--- src/rtl/ram_arbiter.sv ---
// ram_arbiter
// Two-port round-robin arbiter in front of a single-port RAM with
// combinational read data. Each port issues one word read or write at a
// time; the arbiter registers the winning request and drives the RAM only
// from those registers, so the RAM sees a stable address and data for the
// whole transaction.
//
// Handshake: a port raises req together with we/addr/wdata and holds all of
// them stable until it sees its one-cycle ack. rdata and err are valid only
// while ack is high. In the cycle after ack the port either drops req or
// presents a new request, which is granted in that same (IDLE) cycle.
//
// Ports
//   clk, rst_n                 clock, asynchronous active-low reset
//   a_req/a_we/a_addr/a_wdata  port A request
//   a_ack/a_err/a_rdata        port A response
//   b_*                        port B, same as port A
//   ram_load, ram_write        RAM read enable / write strobe
//   ram_addr, ram_wdata        RAM address / write data
//   ram_rdata                  RAM combinational read data
//   busy                       high whenever the FSM is not in IDLE
module ram_arbiter #(
    parameter int ADDR_W    = 32,
    parameter int DATA_W    = 32,
    parameter int MEM_DEPTH = 256,
    parameter int WR_HOLD   = 1
) (
    input  logic              clk,
    input  logic              rst_n,
    input  logic              a_req,
    input  logic              a_we,
    input  logic [ADDR_W-1:0] a_addr,
    input  logic [DATA_W-1:0] a_wdata,
    output logic              a_ack,
    output logic              a_err,
    output logic [DATA_W-1:0] a_rdata,
    input  logic              b_req,
    input  logic              b_we,
    input  logic [ADDR_W-1:0] b_addr,
    input  logic [DATA_W-1:0] b_wdata,
    output logic              b_ack,
    output logic              b_err,
    output logic [DATA_W-1:0] b_rdata,
    output logic              ram_load,
    output logic              ram_write,
    output logic [ADDR_W-1:0] ram_addr,
    output logic [DATA_W-1:0] ram_wdata,
    input  logic [DATA_W-1:0] ram_rdata,
    output logic              busy
);

    typedef enum logic [2:0] {
        IDLE = 3'd0,
        RD   = 3'd1,
        WR   = 3'd2,
        ERR  = 3'd3,
        ACK  = 3'd4
    } state_t;

    // Last WR cycle index; the counter runs 0 .. WR_HOLD-1.
    localparam logic [3:0]      WR_LAST   = 4'(WR_HOLD - 1);
    // One extra bit so MEM_DEPTH == 2**ADDR_W still compares correctly.
    localparam logic [ADDR_W:0] DEPTH_LIM = (ADDR_W + 1)'(MEM_DEPTH);

    state_t            state;
    state_t            state_nx;

    logic              sel_b_q;   // granted port of the current transaction (1 = B)
    logic              last_b_q;  // port granted by the previous completed transaction
    logic              we_q;
    logic [ADDR_W-1:0] addr_q;
    logic [DATA_W-1:0] wdata_q;
    logic              err_q;
    logic [3:0]        wr_cnt_q;
    logic [DATA_W-1:0] a_rdata_q;
    logic [DATA_W-1:0] b_rdata_q;

    logic              grant_any;
    logic              grant_b;
    logic              g_we;
    logic [ADDR_W-1:0] g_addr;
    logic [DATA_W-1:0] g_wdata;
    logic              g_oob;

    // Grant selection: a lone request wins; on a tie the port that was not
    // granted last wins.
    always_comb begin
        grant_any = a_req | b_req;
        grant_b   = b_req & (~a_req | ~last_b_q);
        g_we      = grant_b ? b_we    : a_we;
        g_addr    = grant_b ? b_addr  : a_addr;
        g_wdata   = grant_b ? b_wdata : a_wdata;
        g_oob     = {1'b0, g_addr} >= DEPTH_LIM;
    end

    always_ff @(posedge clk or negedge rst_n) begin
        if (!rst_n) begin
            state <= IDLE;
        end else begin
            state <= state_nx;
        end
    end

    always_comb begin
        state_nx = state;
        unique case (state)
            IDLE: begin
                if (grant_any) begin
                    if (g_oob) begin
                        state_nx = ERR;
                    end else if (g_we) begin
                        state_nx = WR;
                    end else begin
                        state_nx = RD;
                    end
                end
            end
            RD:  state_nx = ACK;
            WR:  if (wr_cnt_q == WR_LAST) state_nx = ACK;
            ERR: state_nx = ACK;
            ACK: state_nx = IDLE;
            default: state_nx = IDLE;
        endcase
    end

    always_ff @(posedge clk or negedge rst_n) begin
        if (!rst_n) begin
            sel_b_q   <= 1'b0;
            last_b_q  <= 1'b1;   // so port A wins the first tie
            we_q      <= 1'b0;
            addr_q    <= '0;
            wdata_q   <= '0;
            err_q     <= 1'b0;
            wr_cnt_q  <= 4'd0;
            a_rdata_q <= '0;
            b_rdata_q <= '0;
        end else begin
            unique case (state)
                IDLE: begin
                    if (grant_any) begin
                        sel_b_q  <= grant_b;
                        we_q     <= g_we;
                        addr_q   <= g_addr;
                        wdata_q  <= g_wdata;
                        err_q    <= 1'b0;
                        wr_cnt_q <= 4'd0;
                    end
                end
                RD: begin
                    if (sel_b_q) begin
                        b_rdata_q <= ram_rdata;
                    end else begin
                        a_rdata_q <= ram_rdata;
                    end
                end
                WR: begin
                    wr_cnt_q <= wr_cnt_q + 4'd1;
                end
                ERR: begin
                    err_q <= 1'b1;
                    if (sel_b_q) begin
                        b_rdata_q <= '0;
                    end else begin
                        a_rdata_q <= '0;
                    end
                end
                ACK: begin
                    last_b_q <= sel_b_q;
                end
                default: ;
            endcase
        end
    end

    // RAM side is driven purely from the registered request.
    assign ram_load  = (state == RD) & ~we_q;
    assign ram_write = (state == WR) & we_q;
    assign ram_addr  = addr_q;
    assign ram_wdata = wdata_q;

    assign a_ack   = (state == ACK) & ~sel_b_q;
    assign b_ack   = (state == ACK) & sel_b_q;
    assign a_err   = a_ack & err_q;
    assign b_err   = b_ack & err_q;
    assign a_rdata = a_rdata_q;
    assign b_rdata = b_rdata_q;
    assign busy    = (state != IDLE);

endmodule

--- config.mk ---
export PLATFORM = sky130hd
export DESIGN_NAME = ram_arbiter
export DESIGN_NICKNAME = d
export VERILOG_FILES = /design/src/rtl/ram_arbiter.sv
export SDC_FILE = /design/constraint.sdc
export NUM_CORES = 1
export LEC_CHECK = 0
export ABC_AREA = 1
export ABC_CLOCK_PERIOD_IN_PS = 2800
export CAP_MARGIN = 40
export CORE_ASPECT_RATIO = 0.8
export CORE_MARGIN = 3
export CORE_UTILIZATION = 40
export DETAILED_ROUTE_END_ITERATION = 6
export PLACE_DENSITY = 0.8
export SLEW_MARGIN = 40
export SYNTH_ARGS = -nofsm -noshare
export SYNTH_HDL_FRONTEND = slang
export SYNTH_SLANG_ARGS = --single-unit
--- constraint.sdc ---
create_clock -name clk -period 2.8 [get_ports clk]
set_input_delay 0.42 -clock clk [delete_from_list [all_inputs] [get_ports clk]]
set_output_delay 0.42 -clock clk [all_outputs]
set_load 0.05 [all_outputs]
==> out/results.tsv, run 1 <==
metric	value	unit
Worst path max stage delay	0.84	ns
H-tree Lvls	4	
CORE AREA	0.0146	mm^2
worst reg2reg path depth	11	
DRC	0	
Placed Instances	1182	
die area	0.0168	mm^2
number of buffers and inverters on the critical path	1	
CTS resizes	0	
routed vias	5940	
CP max stage cell	clkdlybuf4s50_1	
antenna violations before repair	0	
GRT Total Usage	0.225	
Syn Area/Cell	8.39	um^2
most frequent cells in the layout	299 x clkdlybuf4s50_1, 253 x nand2_1, 151 x o21ai_0, 138 x dfrtp_1, 63 x nor2_1	
HP Class	input pin to asynchronous set/reset pin	
Seq cells post-synth	139	
first-pass GRT wire length	29600	um
grt met2 use	0.385	
family with the most delay on the worst path	buffers and inverters	
P per Cell Area	1360	mW/mm^2
arrival time worst endpoint	2.22	ns
Clock Latency Late Sink	0.42	ns
clock sink count	139	
highest clock rate	378	MHz
number of global-route vias before repair	5874	
Tcrit/Tclk final	0.944	
Cell Count, Final, Fillers Out	1214	
r2r setup slk	0.83	ns
post-CTS setup buffers	0	
Placer Congestion	0.816	
Netlist cell types	27	
Top Usage Layer GRT	met2	
DRT Pass-1 Iters	4	
Pleak	4.51	nW
final net count	1185	
buffers added on ports	300	
max-slew violation count	0	
Max clock buf depth	2	
mapped cell area	0.00612	mm^2
met3 Usage GRT	0.0815	
critical path launch point	state[1]	
RSZ-0062 raised after global routing	false	
die extent in y	117	um
crit path capture type	primary output	
initial core utilization	0.418	
Detail Placement HPWL	14100	um
worst-margin pin slew	0.693	ns
Tmin final	2.64	ns
cts hold-fix bufs	0	
Clock transition at path regs	0.06	ns
Critical Path Sink	a_err	
Startpoint Class	flop	
Hold Vio Cnt, Final	3	
post-synth net total	897	
clk root buf	clkbuf_16	
Post-Synthesis Cells	729	
Required @ worst endpoint	2.38	ns
number of cells on the critical path	4	
hold_ws	-0.00383	ns
largest net degree at the start of global routing	73	
Routed WL	19100	um
Max Cap Viol	0	
DR iter-0 viols	374	
CTS tree	built	
Area Overhead vs Synth	61.3	%
CTS Buf Count	17	
die width	144	um
post-DR vias/cell	4.89	
FP Rows	39	
register area share after synthesis	0.569	
status	finished with violations	
Antenna Diode Count	0	
Ys Warns	0	
CP cell instances	nor2_4 > nand2_1 > nor3_1 > clkdlybuf4s50_1	
met1 usage	0.264	
launching point of the worst reg2reg path	last_b_q	
failing checks	hold timing	
Avg WL per Cell	15.8	um
most common cell after layout, fill and taps aside	clkdlybuf4s50_1	
Worst Path Max Fanout	6	
Layout Skew	0.0101	ns
critical path class	flop to primary output	
I/O pins	301	
VDD IR-drop max	0.739	mV
layout cells sized above 1	0.0563	
post-route ant nets	0	
GRT overflow	0	
relative slew slack	0.538	
final setup fails	0	
TNS Setup	0	ns
end of the worst register-to-register path	state[1]	
cell type report:
type | instances | area [um^2]
inverters | 31 | 116
flip-flops and latches | 139 | 3480
fillers | 1172 | 4780
repair buffers | 313 | 3140
well taps | 184 | 230
clock buffers | 17 | 425
multi-input cells | 515 | 2290
clock inverters | 15 | 180
cell usage after synthesis (all sizes together):
| cell | number | area [um^2] |
|---|---|---|
| nor2 | 65 | 259 |
| nor4 | 2 | 12.5 |
| nor3 | 3 | 15.0 |
| o31ai | 8 | 60.1 |
| nand3 | 4 | 20.0 |
| nand3b | 15 | 113 |
| dfstp | 1 | 26.3 |
| buf | 24 | 158 |
| ha | 2 | 25.0 |
| o21ai | 152 | 764 |
| o22ai | 1 | 6.26 |
| xnor2 | 1 | 8.76 |
| nand2 | 258 | 981 |
| clkbuf | 20 | 75.1 |
| inv | 31 | 116 |
| or2 | 1 | 6.26 |
| dfrtp | 138 | 3450 |
| a21oi | 2 | 10.0 |
| a31oi | 1 | 6.26 |
through the flow:
step,power (W),cell area (um^2),worst slack (ns),util
3_5_place_dp,0.0112,9260,0.508,0.632
2_1_floorplan,0.00841,6120,0.403,-
3_3_place_gp,0.0111,9260,0.519,0.632
6_report,0.0134,9860,0.157,0.674
4_1_cts,0.0135,9860,0.146,0.674
5_1_grt,0.0142,9860,0.0275,0.674
flip-flops by register name, indices dropped and copies added (netlist names), 3 cells and up:
name,count
a_rdata,32
b_rdata,32
ram_addr,32
ram_wdata,32
wr_cnt_q,4
state,3
where the power goes:
part | internal (W) | switching, W
combinational | 0.00240 | 0.00517
clock | 0.00135 | 0.000944
sequential | 0.00300 | 0.000555
total | 0.00675 | 0.00666
metal layers:
| layer | vias up | routed length [um] |
|---|---|---|
| met4 | 0 | 423 |
| met5 | - | 0 |
| met2 | 234 | 9510 |
| met1 | 2745 | 7560 |
| met3 | 28 | 1640 |
| li1 | 2933 | - |
cells by family (layout without fill, tap and decap cells):
family          Yosys count  after routing  share of synthesized area
flops                   139            139                      0.569
fa+ha+maj                 2              2                    0.00409
compound gates          164            164                      0.139
simple gates            348            348                      0.230
buf+inv                  75            376                     0.0571
xor+xnor                  1              1                    0.00143
worst register-to-register path: stages, from the launching register on:
cell and delay, ns:
dfstp_2 0.56, nand2_2 0.07, nand2_4 0.22, inv_2 0.25, nand2_1 0.13, nand2_1 0.08
nor2_1 0.11, nand2_1 0.07, nor2_1 0.13, nand3_1 0.09, nand2_1 0.08, nand2_1 0.06
how the worst min path moves through the flow:
| stage | from | endpoint | slack, ns | cells after the start |
|---|---|---|---|---|
| 6_report | rst_n | ram_addr[22] | -0.004 | 1 |
| 5_1_grt | rst_n | ram_addr[25] | 0.04 | 1 |
| 4_1_cts | rst_n | ram_addr[22] | 0.02 | 1 |
| 3_5_place_dp | ram_addr[14] | ram_addr[14] | 0.46 | 2 |
| 3_3_place_gp | wr_cnt_q[3] | wr_cnt_q[3] | 0.45 | 1 |
| 2_1_floorplan | rst_n | a_rdata[0] | 0.12 | 0 |
Note: power is estimated with default switching activity, not from simulation.
==> run 2, diff against run 1 <==
--- a/config.mk
+++ b/config.mk
@@ -6,13 +6,13 @@
 export NUM_CORES = 1
 export LEC_CHECK = 0
 export ABC_AREA = 1
-export ABC_CLOCK_PERIOD_IN_PS = 2800
+export ABC_CLOCK_PERIOD_IN_PS = 2400
 export CAP_MARGIN = 40
 export CORE_ASPECT_RATIO = 0.8
-export CORE_MARGIN = 3
-export CORE_UTILIZATION = 40
+export CORE_MARGIN = 2
+export CORE_UTILIZATION = 37
 export DETAILED_ROUTE_END_ITERATION = 6
-export PLACE_DENSITY = 0.8
+export PLACE_DENSITY = 0.77
 export SLEW_MARGIN = 40
 export SYNTH_ARGS = -nofsm -noshare
 export SYNTH_HDL_FRONTEND = slang
==> constraint.sdc (replaced) <==
create_clock -name clk -period 2.4 [get_ports clk]
set_input_delay 0.36 -clock clk [delete_from_list [all_inputs] [get_ports clk]]
set_output_delay 0.36 -clock clk [all_outputs]
set_load 0.05 [all_outputs]
==> out/results.tsv, run 2 (synthesis results as in run 1) <==
metric	value	unit	change
first-pass GRT wire length	30300	um	+2.3%
relative slew slack	0.610		+0.0720
Startpoint Class	flop		
buffers added on ports	300		unchanged
Avg WL per Cell	15.0	um	-5.1%
worst-margin pin slew	0.583	ns	-0.110 ns
Clock transition at path regs	0.06	ns	about the same
clk root buf	clkbuf_16		
placed cell area	0.00934	mm^2	+0.84%
Tmin final	2.22	ns	
Layout Skew	0.00687	ns	-0.00324 ns
CP cell instances	inv_1 > nand2_2 > clkdlybuf4s50_1		
Routed WL	18800	um	-1.9%
post-route ant nets	0		unchanged
Clock Latency Late Sink	0.42	ns	about the same
CP max stage cell	clkdlybuf4s50_1		
Pwr Total	0.0157	W	+17%
switching share of power	0.491		-0.00568
Placer Congestion	0.879		+7.6%
routed vias	5944		+0.067%
arrival time worst endpoint	1.86	ns	-0.36 ns
P per Cell Area	1580	mW/mm^2	+16%
Hold Vio Cnt, Final	0		-3
Detail Placement HPWL	13800	um	-2.1%
final net count	1189		+0.34%
FP Rows	42		+7.7%
design area	0.00996	mm^2	+0.95%
launching point of the worst reg2reg path	last_b_q		
critical path class	flop to primary output		
number of buffers and inverters on the critical path	2		+1
Worst path max stage delay	0.83	ns	about the same
Worst Path Max Fanout	5		-1
GRT Total Usage	0.219		-0.00600
CTS Buf Count	17		unchanged
cts hold-fix bufs	1		+1
register share of total power	0.262		-0.003
VDD IR-drop max	0.666	mV	-9.9%
CTS tree	built		
hold depth	1		
CORE AREA	0.0163	mm^2	+12%
Max Cap Viol	0		unchanged
DRC	0		unchanged
family with the most delay on the worst path	buffers and inverters		
die extent in y	119	um	+2.1%
status	finished, final reports clean		
RSZ-0062 raised after global routing	false		
WHS Endpoint	wr_cnt_q[3]		
layout filler cell count	1396		+19%
NetSw	0.00773	W	+16%
worst reg2reg path depth	11		unchanged
r2r setup slk	0.44	ns	-0.39 ns
highest clock rate	451	MHz	
Tcrit/Tclk final	0.923		
largest net degree at the start of global routing	65		-11%
Antenna Diode Count	0		unchanged
die area	0.0176	mm^2	+4.5%
H-tree Lvls	4		unchanged
Clk pwr share	0.174		+0.003
initial core utilization	0.374		-0.0436
most frequent cells in the layout	293 x clkdlybuf4s50_1, 253 x nand2_1, 151 x o21ai_0, 138 x dfrtp_1, 63 x nor2_1		
P_int	0.00801	W	+19%
CTS resizes	0		unchanged
post-DR vias/cell	4.74		-3.1%
layout cells sized above 1	0.0638		+0.00752
post-CTS setup buffers	0		unchanged
DR iter-0 viols	285		-24%
max-slew violation count	0		unchanged
number of global-route vias before repair	6004		+2.2%
die width	148	um	+2.4%
DRT Pass-1 Iters	5		+1
HP Class	flop to flop		
I/O pins	301		unchanged
most common cell after layout, fill and taps aside	clkdlybuf4s50_1		
Worst Hold Launch	wr_cnt_q[3]		
Required @ worst endpoint	2.04	ns	-0.34 ns
GRT overflow	0		unchanged
combinational share of power	0.564		about the same
crit path capture type	primary output		
end of the worst register-to-register path	state[1]		
Area Overhead vs Synth	62.8	%	
Max clock buf depth	2		unchanged
clock sink count	139		unchanged
TNS Setup	0	ns	unchanged
final setup fails	0		unchanged
antenna violations before repair	0		unchanged
Pleak	4.55	nW	+0.88%
## run 2: layer usage
metal | vias to the layer above | GRT usage | wire length, um
met5 | - | 0 | 0
met4 | 0 | 0.0841 | 540
met3 | 37 | 0.0720 | 1520
met2 | 244 | 0.364 | 9090
met1 | 2729 | 0.265 | 7610
li1 | 2934 | - | -
## run 2: power by group through the flow
stage / Sequential [W] / Combinational (W) / Clock (W)
after floorplan: 0.00777 / 0.00204 / 0
after global placement: 0.00413 / 0.00883 / 0
after detailed placement: 0.00416 / 0.00893 / 0
after CTS: 0.00414 / 0.00895 / 0.00279
after global routing: 0.00428 / 0.00940 / 0.00289
final: 0.00413 / 0.00887 / 0.00274
## run 2: metrics by stage
step	cells	hold WS (ns)	utilization	setup slack, ns
floorplan	729	0.0644	-	0.0632
global placement	1221	0.360	0.571	0.165
detailed placement	1221	0.359	0.571	0.0944
CTS	1254	0.468	0.609	0.157
global route	1254	0.494	0.609	0.0991
finish	1254	0.464	0.609	0.185
## run 2: worst max path at each step
stage / startpoint / end / slack, ns / depth (start not counted)
2_1_floorplan: state[1] / ram_load / 0.06 / 1
3_3_place_gp: a_req / state[1] / 0.16 / 12
3_5_place_dp: a_req / state[1] / 0.09 / 12
4_1_cts: state[2] / busy / 0.16 / 3
5_1_grt: state[2] / busy / 0.1 / 3
6_report: state[2] / busy / 0.18 / 3
## run 2: area by class of cell
cell class                      instances  area (um^2)  area share
Clock buffer                           18          429      0.0431
Clock inverter                         14          183      0.0183
Inverter                               31          116      0.0117
Multi-Input combinational cell        515         2290       0.230
Sequential cell                       139         3480       0.349
Tap cell                              220          275      0.0276
Timing Repair Buffer                  317         3180       0.320
